[src/rtl/alu_sequencer.sv]
// Accumulator sequencer for an external 16-bit ALU: each accepted command runs
// IDLE -> EXEC -> DONE, with results and flags retired on the EXEC->DONE edge.
module alu_sequencer #(
    parameter logic [15:0] ACC_INIT = 16'h0000
) (
    input  logic        clk,
    input  logic        reset,
    input  logic        cmd_valid,
    output logic        cmd_ready,
    input  logic [3:0]  cmd_op,
    input  logic [15:0] cmd_data,
    output logic [3:0]  alu_aluc,
    output logic [15:0] alu_a,
    output logic [15:0] alu_b,
    output logic        alu_cy_in,
    input  logic [15:0] alu_z,
    input  logic        alu_cy_out,
    output logic [15:0] acc,
    output logic        cy_flag,
    output logic        zero_flag,
    output logic        done
);

    typedef enum logic [1:0] {
        IDLE = 2'd0,
        EXEC = 2'd1,
        DONE = 2'd2
    } state_t;

    state_t      state;
    state_t      state_next;
    logic [3:0]  op;
    logic [15:0] operand;
    logic        accept;
    logic        write_acc;
    logic        cy_next;

    assign accept    = cmd_valid && cmd_ready;
    assign alu_a     = acc;
    assign alu_b     = operand;
    assign alu_cy_in = cy_flag;

    // NOTE: every output of this block gets a default before the case, so no
    // path can leave one unassigned and infer a latch.
    always_comb begin
        state_next = state;
        cmd_ready  = 1'b0;
        alu_aluc   = 4'b0000;
        done       = 1'b0;
        case (state)
            IDLE: begin
                // Held low while reset is asserted so nothing is accepted then.
                cmd_ready = !reset;
                if (cmd_valid && !reset) begin
                    state_next = EXEC;
                end
            end
            EXEC: begin
                alu_aluc   = op;
                state_next = DONE;
            end
            DONE: begin
                done       = 1'b1;
                state_next = IDLE;
            end
            default: begin
                state_next = IDLE;
            end
        endcase
    end

    // Retire decode: which ops write acc/zero_flag and what cy_flag becomes.
    always_comb begin
        write_acc = 1'b0;
        cy_next   = cy_flag;
        case (op)
            4'b0100, 4'b0101: begin
                write_acc = 1'b1;
                cy_next   = alu_cy_out;
            end
            4'b1011: cy_next = 1'b0;
            4'b1100: cy_next = 1'b1;
            4'b1101, 4'b1110, 4'b1111: begin
                write_acc = 1'b0;
            end
            default: write_acc = 1'b1;
        endcase
    end

    // NOTE: sequential state uses non-blocking assignments so every register
    // samples pre-edge values; op 0101 relies on this to see the old cy_flag.
    always_ff @(posedge clk or posedge reset) begin
        if (reset) begin
            state     <= IDLE;
            op        <= 4'b0000;
            operand   <= 16'h0000;
            acc       <= ACC_INIT;
            cy_flag   <= 1'b0;
            zero_flag <= (ACC_INIT == 16'h0000);
        end else begin
            state <= state_next;
            if (accept) begin
                op      <= cmd_op;
                operand <= cmd_data;
            end
            if (state == EXEC) begin
                if (write_acc) begin
                    acc       <= alu_z;
                    zero_flag <= (alu_z == 16'h0000);
                end
                cy_flag <= cy_next;
            end
        end
    end

endmodule

[config.mk]
export PLATFORM = sky130hd
export DESIGN_NAME = alu_sequencer
export DESIGN_NICKNAME = d
export VERILOG_FILES = /design/src/rtl/alu_sequencer.sv
export SDC_FILE = /design/constraint.sdc
export NUM_CORES = 1
export LEC_CHECK = 0
export ABC_AREA = 1
export CAP_MARGIN = 20
export CORE_ASPECT_RATIO = 0.9
export CORE_MARGIN = 2
export CORE_UTILIZATION = 42
export CTS_CLUSTER_SIZE = 40
export DETAILED_ROUTE_END_ITERATION = 7
export PLACE_DENSITY = 0.85
export SLEW_MARGIN = 20
export SYNTH_ARGS = -nofsm -noshare
export SYNTH_HDL_FRONTEND = slang
export SYNTH_SLANG_ARGS = --single-unit
[constraint.sdc]
create_clock -name clk -period 2.9 [get_ports clk]
set_input_delay 0.87 -clock clk [delete_from_list [all_inputs] [get_ports clk]]
set_output_delay 0.87 -clock clk [all_outputs]
set_load 0.01 [all_outputs]
* After elaboration in Yosys (flattened, before gate mapping)
Cells that the tools add are included.
Word-level totals: flip-flop bits (word level) 40, output and inout port bits 57
Operators by class: equal/unequal tests 10, muxes and demuxes 6, bitwise logic cells 1, reduce and logical (&&, ||, !) cells 10
Operators by type and width (count):
- $eq 4x4->1 const B | 5
- $logic_not 16->1 | 1
- $eq 4x3->1 const B | 2
- $reduce_or 5->1 | 1
- $mux 4 | 1
- $pmux 2 s2 | 1
- $reduce_and 2->1 | 2
- $pmux 1 s3 | 1
- $reduce_bool 3->1 | 1
- $eq 2x1->1 const B | 1
- $eq 2x2->1 const B | 1
- $logic_and 1x1->1 | 2
- $logic_not 2->1 | 1
- $mux 1 | 2
- $mux 2 | 1
- $ne 2x2->1 const B | 1
- $reduce_or 2->1 | 1
- $logic_not 1->1 | 1
- $not 1->1 | 1

* Depth between registers and ports, before layout
Gate-level depths: netlist of run 1.
depth after elaboration 4, gate-level depth with buffers 8

* Worst setup path after synthesis of run 1
No wires, ideal clock.
kind input port to output port, start input port reset, end output port cmd_ready, arrival 1.088 ns, setup slack 0.942 ns, stages 1, path buffers 0, cells stage by stage nor3_2
Between the ends: word-level cells in the longest chain between the ends 2
Ends and longest elaborated chain:
- start: declaration | RTL line 7 | input logic reset,
- $logic_not 1->1 (no line)
- $mux 1 | RTL line 50 | case (state)
- end: declaration | RTL line 9 | output logic cmd_ready,
No other way between the ends.

* Worst setup path after layout of run 1
Ends and elaborated chain as after synthesis.

==> out/results.txt, run 1 <==
GR Util All Layers: 0.1705
Largest net degree at the start of global routing: 26
Met1 Use GR: 0.1990
Post-DP Area: 0.002704 sq mm
Max clock buf depth: 2
Achievable clock frequency: 371.9 MHz
Leading area contributor after synthesis: dfrtp_1
Synthesized area: 0.001838 sq mm
Count of final setup violators: 0
Worst-margin pin slew: 480.5 ps
Avg Cell Area, Syn: 8.393 sq um
Met3 Use GR: 0.05598
Ant diodes: 0
DRC Markers: 0
Via count: 1678
Critical-path maximum fanout: 2
Clock share of power: 0.182
Simple-Gate Fraction of Synth Area: 0.2757
IO Port Bufs: 96
CP arrival: 1820 ps
Cell Rows: 22
Adder-cell share of the synthesized area: 0
Area Growth Syn to Fin: 51.94%
Final HPWL DP: 3.193 mm
Cell variety after synth: 18
Initial antenna violation count: 0
Synthesized instance count: 219
Reg power frac: 0.404
Crit path largest cell delay: 450 ps
Vias in the first global route: 1561
Pwr/cell area: 708.9 mW/mm^2
Die area: 0.004922 sq mm
Worst-path clk slew: 70 ps
Initial Utilization: 0.4452
Total core area: 0.004129 sq mm
# nets final: 343
Critical Path Slowest Stage Cell: clkdlybuf4s50_1
Hold violation count in the final report: 0
Root Driver: clkbuf_8
Compound-cell area share of the yosys netlist: 0.04221
GR Util met2: 0.2902
Pleak: 1.354 nW
Routability cong.: 0.7947
Switching Power: 0.5983 mW
Crit. End Element: output pin
Hold WC Path Type: reg2reg
Mux share of post-synthesis cell area: 0
Largest family of logic cells by synthesized area: simple AND/OR/NAND/NOR gates
Vias per cell: 4.767
Critical-path cell list: clkdlybuf4s50_1, nor3_2, dlygate4sd2_1
Post-synthesis sequential area ratio: 0.5453
Xor/xnor share of the synthesized area: 0
Clk_lat worst skew: 270 ps
Drt first pass iters: 4
Crit share post-route: 0.9272
Internal power: 1.382 mW
Max-slew violation count: 0
Max-Cap Viols: 0
Routed Antenna Nets: 0
Die extent in y: 66.76 microns
Yosys warns: 0
TritonCTS buffer count: 5
Hold buffer count at cts: 0
Final Skew: 1.723 ps
Starting DRT DRC Count: 37
H-tree lvl count: 2
Status: finished, final reports clean
CTS tree: built
Final WL: 4.045 mm
Post-route cell area: 0.002793 sq mm
IO Pins: 97
Yosys top cell area share: 0.5310
Switching share of power: 0.3022
Crit path time final: 2689 ps
VDD IR max: 0.3117 mV
GR peak layer: met2
Most area-consuming cells after synthesis: dfrtp_1 53%, nand2_1 21%, buf_4 7.4%
Relative slew slack: 0.6793
Required time worst endpoint: 2030 ps
Fill count: 346
Routed wire length per instance: 11.49 microns
Startpoint Class: input port
#FFs+latches synth: 40
Syn_nets: 259
WS Path Type: in2out
First-pass GRT wire length: 6.444 mm
TNS Setup: 0 ps
# clock sinks: 40
Grt ovf: 0
Unrepaired setup endpoints after global routing: false
Share of total power in combinational logic: 0.414
Layout cells sized above 1: 0.07895
Horiz. Die Dim: 73.73 microns
## logic make-up after synthesis
family                 Yosys count
AOI/OAI and AO/OA               11
buffers and inverters           40
DFF                             40
and+or+nand+nor                128
## power groups by stage
stage               combinational, mW  sequential [mW]  clock (mW)
detailed placement              0.829            0.807           0
finish                          0.819            0.800       0.361
CTS                             0.829            0.800       0.379
global route                    0.887            0.817       0.404
floorplan                       0.358            0.862           0
global placement                0.811            0.806           0
## worst paths after layout
check	endpoint	depth (start not counted)	slack [ps]	start
hold / removal	zero_flag$_DFFE_PP1P_	2	470	zero_flag$_DFFE_PP1P_
setup reg to reg	acc[9]$_DFFE_PP0P_	6	1240	state[1]$_DFFE_PP0P_
min in group asynchronous	acc[1]$_DFFE_PP0P_	3	1010	reset
hold reg to reg	zero_flag$_DFFE_PP1P_	2	470	zero_flag$_DFFE_PP1P_
setup / recovery	cmd_ready	3	210	reset
max in group asynchronous	alu_b[6]$_DFFE_PP0P_	3	1640	reset
## per-layer routing
layer,part of all wire,up-vias
li1,-,813
met3,0.10,6
met2,0.46,95
met4,0.0091,0
met1,0.43,764
met5,0,-
## metrics by stage
| stage | instances | hold slack, ps | setup slack [ps] | util | power (mW) |
|---|---|---|---|---|---|
| after global placement | 344 | 456.1 | -80.80 | 0.6548 | 1.617 |
| after detailed placement | 344 | 464.2 | -67.42 | 0.6548 | 1.636 |
| after global routing | 352 | 493.1 | 164.7 | 0.6764 | 2.109 |
| final | 352 | 469.4 | 211.2 | 0.6764 | 1.980 |
| after floorplan | 219 | 471.9 | 942.0 | - | 1.220 |
| after CTS | 352 | 477.0 | 208.5 | 0.6764 | 2.008 |
## final cells by class
type / count / area (sq um) / share of cell area
well taps: 48 / 60.06 / 0.02151
clock buffers: 8 / 90.09 / 0.03226
multi-input cells: 139 / 584.3 / 0.2092
inverters: 17 / 66.31 / 0.02375
flip-flops and latches: 40 / 1002 / 0.3589
repair buffers: 100 / 989.7 / 0.3544
## cell usage in the layout, fill, tap and decap left out, drive strengths merged
master           n
o21ai           10
nand3            6
nor3             1
clkdlybuf4s50   95
buf              4
nor2            16
a21oi            1
inv             17
dfrtp           39
dlygate4sd2      1
nand2          105
dfstp            1
clkbuf           8
## state kept, by name, indices dropped and copies added (netlist names)
| signal | flops |
|---|---|
| alu_cy_in | 1 |
| op | 4 |
| zero_flag | 1 |
| acc | 16 |
| state | 2 |
| alu_b | 16 |
## cells in the mapped netlist, drive strengths merged
library cell,instances
dfstp,1
inv,17
o21ai,10
nor2,16
nand3,6
buf,23
nor3,1
dfrtp,39
a21oi,1
nand2,105
## what timing repair did
item | in CTS | in global routing
gates resized for setup | 1 | 0
setup endpoints to repair | 1 | 0
buffers inserted | 0 | 0
## critical path: cells and delay by family
| family | cells | cell delay [ps] |
|---|---|---|
| buffers and inverters | 2 | 760 |
| AND/OR/NAND/NOR | 1 | 190 |
(Power assumes the default switching activity.)
==> inputs of run 2 (changes only) <==
Settings changed: CORE_UTILIZATION 42 to 55, DONT_BUFFER_PORTS set to 1, PLACE_DENSITY 0.85 to 0.7.
==> out/results.txt, run 2 (same netlist as run 1, synthesis figures left out) <==
TritonCTS buffer count: 5
Count of final setup violators: 0
Max clock buf depth: 2
Setup repair bufs after CTS: 0
Initial Utilization: 0.5902
Die area: 0.003821 sq mm
Total core area: 0.003114 sq mm
Reg power frac: 0.613
Vias per cell: 5.178
Area Growth Syn to Fin: -1.157%
Worst-margin pin slew: 611.4 ps
CTS resizes: 0
Internal power: 0.9883 mW
Grt ovf: 0
CP delay by family, top: flip-flops
Root Driver: clkbuf_8
Routability cong.: 0.7948
First-pass GRT wire length: 5.292 mm
Initial antenna violation count: 0
WS Path Type: reg2out
Cell Rows: 19
Achievable clock frequency: 500.7 MHz
Die extent in y: 58.84 microns
Ant diodes: 0
Routed Antenna Nets: 0
Relative slew slack: 0.5919
Critical-path cell list: inv_1, nand2_1, nor2_1
Startpoint Class: register
Crit share post-route: 0.6887
Clock share of power: 0.249
DRC Markers: 0
Final Skew: 4.627 ps
Critical-path maximum fanout: 5
Max-slew violation count: 0
Switching Power: 0.5398 mW
Fill count: 284
Hold buffer count at cts: 0
Layout cells sized above 1: 0.1122
Final HPWL DP: 2.562 mm
H-tree lvl count: 2
# nets final: 245
CTS tree: built
IO Pins: 97
Horiz. Die Dim: 64.94 microns
Worst-path clk slew: 70 ps
Worst path buffer plus inverter count: 1
Hold violation count in the final report: 0
Share of total power in combinational logic: 0.138
Most frequent cells in the layout: 104 x nand2_1, 39 x dfrtp_1, 14 x inv_1, 14 x nor2_1, 7 x clkbuf_8
VDD IR max: 0.4649 mV
Crit path largest cell delay: 430 ps
Final WL: 3.348 mm
Critical Path Slowest Stage Cell: dfrtp_1
Crit. End Element: output pin
Pwr/cell area: 841.1 mW/mm^2
# clock sinks: 40
R2R Path Start: state[1]$_DFFE_PP0P_
Required time worst endpoint: 2030 ps
Routed wire length per instance: 13.55 microns
DP Worst Slack: 925.4 ps
Status: finished, final reports clean
Hold WC Path Type: reg2reg
Hold_sp: zero_flag$_DFFE_PP1P_
Unrepaired setup endpoints after global routing: false
TNS Setup: 0 ps
Final worst-path setup slack: 902.8 ps
Crit path time final: 1997 ps
Largest net degree at the start of global routing: 26
Clk_lat worst skew: 280 ps
IO Port Bufs: 0
Pleak: 0.9809 nW
GR Util All Layers: 0.1894
Vias in the first global route: 1223
CP Launch Point: state[1]$_DFFE_PP0P_
Via count: 1279
Commonest non-fill, non-tap cell in the layout: nand2_1
CP arrival: 1130 ps
Max-Cap Viols: 0
Starting DRT DRC Count: 38
Drt first pass iters: 4
Switching share of power: 0.3533
## run 2: cell types whose count changed in the layout (fill, tap and decap cells not counted), sizes merged
| cell | before | now |
|---|---|---|
| clkbuf | 8 | 7 |
| dlygate4sd2 | 1 | 0 |
| buf | 4 | 2 |
| clkdlybuf4s50 | 95 | 0 |
## run 2: power groups by stage
stage	combinational, mW	clock, mW	sequential, mW
3_3_place_gp	0.200	0	0.940
2_1_floorplan	0.358	0	0.862
4_1_cts	0.217	0.391	0.939
6_report	0.211	0.381	0.936
3_5_place_dp	0.218	0	0.946
5_1_grt	0.253	0.420	0.964
## run 2: layer usage
layer / global-route usage / routed length [microns]
met1: 0.2018 / 1260
met2: 0.3181 / 1717
met3: 0.1071 / 356
met4: 0.06687 / 12
met5: 0 / 0
## run 2: worst reg2reg max path, cell delays in order (launching register included)
cell,delay [ps]
dfrtp_1,430
nor2_4,140
nand2_1,70
nor2_2,380
inv_2,300
nand2_1,160
o21ai_2,60
## run 2: final cells by class
class	instances	area [sq um]	area share
flip-flops and latches	40	1002	0.5517
well taps	42	52.55	0.02893
repair buffers	2	15.01	0.008264
multi-input cells	139	584.3	0.3216
inverters	17	66.31	0.03650
clock buffers	7	96.34	0.05303
## run 2: final timing paths
| path | slack, ps | to | depth (start not counted) |
|---|---|---|---|
| min in group asynchronous | 540 | state[1]$_DFFE_PP0P_ | 1 |
| min | 510 | zero_flag$_DFFE_PP1P_ | 2 |
| max reg2reg | 1240 | acc[5]$_DFFE_PP0P_ | 6 |
| min reg2reg | 510 | zero_flag$_DFFE_PP1P_ | 2 |
| max | 900 | alu_aluc[0] | 3 |
| max in group asynchronous | 1730 | state[0]$_DFFE_PP0P_ | 2 |
## run 2: stage by stage
| step | area, sq um | power (mW) | cells | util | hold slack, ps |
|---|---|---|---|---|---|
| 2_1_floorplan | 1838 | 1.220 | 219 | - | 471.9 |
| 3_3_place_gp | 1720 | 1.141 | 240 | 0.5524 | 491.1 |
| 3_5_place_dp | 1720 | 1.164 | 240 | 0.5524 | 500.6 |
| 4_1_cts | 1817 | 1.547 | 247 | 0.5834 | 511.5 |
| 5_1_grt | 1817 | 1.637 | 247 | 0.5834 | 536.7 |
| 6_report | 1817 | 1.528 | 247 | 0.5834 | 508.8 |
==> inputs of run 3 (changes only) <==
Clock period 2.9 ns to 1.9 ns, I/O delays scaled along.
==> out/results.txt, run 3 (same netlist as run 1, synthesis figures left out) <==
Status: finished, final reports clean
Area Growth Syn to Fin: -0.5448%
# clock sinks: 40
Total core area: 0.003114 sq mm
Final HPWL DP: 2.480 mm
Max-Cap Viols: 0
Layout cells sized above 1: 0.1117
Final WL: 3.405 mm
Hold buffer count at cts: 0
Post-DP Area: 0.001720 sq mm
TNS Setup: 0 ps
Max clock buf depth: 2
Count of final setup violators: 0
CTS tree: built
Post-route cell area: 0.001828 sq mm
Startpoint Class: register
GR peak layer: met2
Register area: 0.001002 sq mm
Routed wire length per instance: 13.73 microns
VDD IR max: 0.7534 mV
Hold violation count in the final report: 0
GR Util All Layers: 0.1980
Die area: 0.003821 sq mm
Via count: 1254
Max-slew violation count: 0
Final Skew: 9.463 ps
Drt first pass iters: 4
Ant diodes: 0
Critical-path cell list: inv_1, nand2_1, nor2_1
Critical Path Slowest Stage Cell: dfrtp_1
TritonCTS buffer count: 5
Pwr/cell area: 1326 mW/mm^2
CP arrival: 1130 ps
Required time worst endpoint: 1330 ps
Crit path largest cell delay: 430 ps
Clk_lat worst skew: 290 ps
Commonest non-fill, non-tap cell in the layout: nand2_1
Met3 Use GR: 0.09369
Grt ovf: 0
Largest net degree at the start of global routing: 41
Initial antenna violation count: 0
Crit path time final: 1704 ps
Area of the multi-input gates: 584.3 sq um
Hold WC Path Type: in2async
Routability cong.: 0.7041
Die extent in y: 58.84 microns
IO Pins: 97
CTS resizes: 0
Root Driver: clkbuf_8
Initial Utilization: 0.5902
Vias per cell: 5.056
Vias in the first global route: 1298
Critical-path maximum fanout: 5
IO Port Bufs: 0
Crit share post-route: 0.8970
Setup repair bufs after CTS: 0
Fill count: 282
Achievable clock frequency: 586.8 MHz
First-pass GRT wire length: 5.623 mm
Horiz. Die Dim: 64.94 microns
Worst-path clk slew: 80 ps
Routed Antenna Nets: 0
H-tree lvl count: 2
DRC Markers: 0
Unrepaired setup endpoints after global routing: false
Crit. End Element: output pin
Starting DRT DRC Count: 75
Met1 Use GR: 0.2176
# nets final: 245
Worst-margin pin slew: 487.1 ps
WS Path Type: reg2out
Pleak: 0.9863 nW
GR Util met2: 0.3402
Relative slew slack: 0.6753
Fin Hold WS: 283.6 ps
Most frequent cells in the layout: 104 x nand2_1, 39 x dfrtp_1, 14 x inv_1, 14 x nor2_1
Cell Rows: 19
==> run 3: changes by cell type in the layout (fill, tap and decap cells not counted), sizes merged <==
cell,previous run,this run
clkinv,0,1
clkbuf,7,6
bufinv,0,1
==> run 3: power by group <==
group	total [mW]	switching (mW)	internal, mW	leakage (nW)
clock network	0.670	0.281	0.390	0.0552
registers	1.43	0.365	1.07	0.493
logic	0.322	0.202	0.120	0.438
total	2.42	0.849	1.58	0.986
==> run 3: critical path, delay by kind of cell (launching register included) <==
family,cells,cell delay (ps)
DFF,1,430
and+or+nand+nor,2,320
buffers and inverters,1,90
==> run 3: metal layers <==
metal	vias to the layer above	part of all wire
met4	0	0.011
met3	5	0.095
met5	-	0
met1	580	0.40
met2	57	0.50
li1	612	-
==> run 3: final timing paths <==
path                            slack (ps)  cells after the start                     to             startpoint
worst max-delay path                   200                      3            alu_aluc[0]   state[1]$_DFFE_PP0P_
worst min-delay path                   280                      2      op[3]$_DFFE_PP0P_                  reset
worst max register to register         340                      4      op[1]$_DFFE_PP0P_   state[1]$_DFFE_PP0P_
worst min register to register         500                      2  zero_flag$_DFFE_PP1P_  zero_flag$_DFFE_PP1P_
max in group asynchronous             1260                      2  zero_flag$_DFFE_PP1P_                  reset
min in group clk                       390                      2  alu_b[15]$_DFFE_PP0P_           cmd_data[15]
==> run 3: per-stage QoR <==
stage                 util  total power [mW]  setup WS [ps]  std cells
floorplan                -             1.862          414.0        219
global route        0.5870             2.586          84.07        248
detailed placement  0.5524             1.776          273.6        240
CTS                 0.5870             2.447          184.0        248
global placement    0.5524             1.744          322.5        240
finish              0.5870             2.424          195.8        248
==> run 3: cell type report <==
cell class | count | share of cell area
sequential | 40 | 0.5483
multi-input combinational | 139 | 0.3196
clock buffer | 6 | 0.03970
inverter | 17 | 0.03628
tap | 42 | 0.02875
clock inverter | 2 | 0.01916
timing repair buffer | 2 | 0.008214
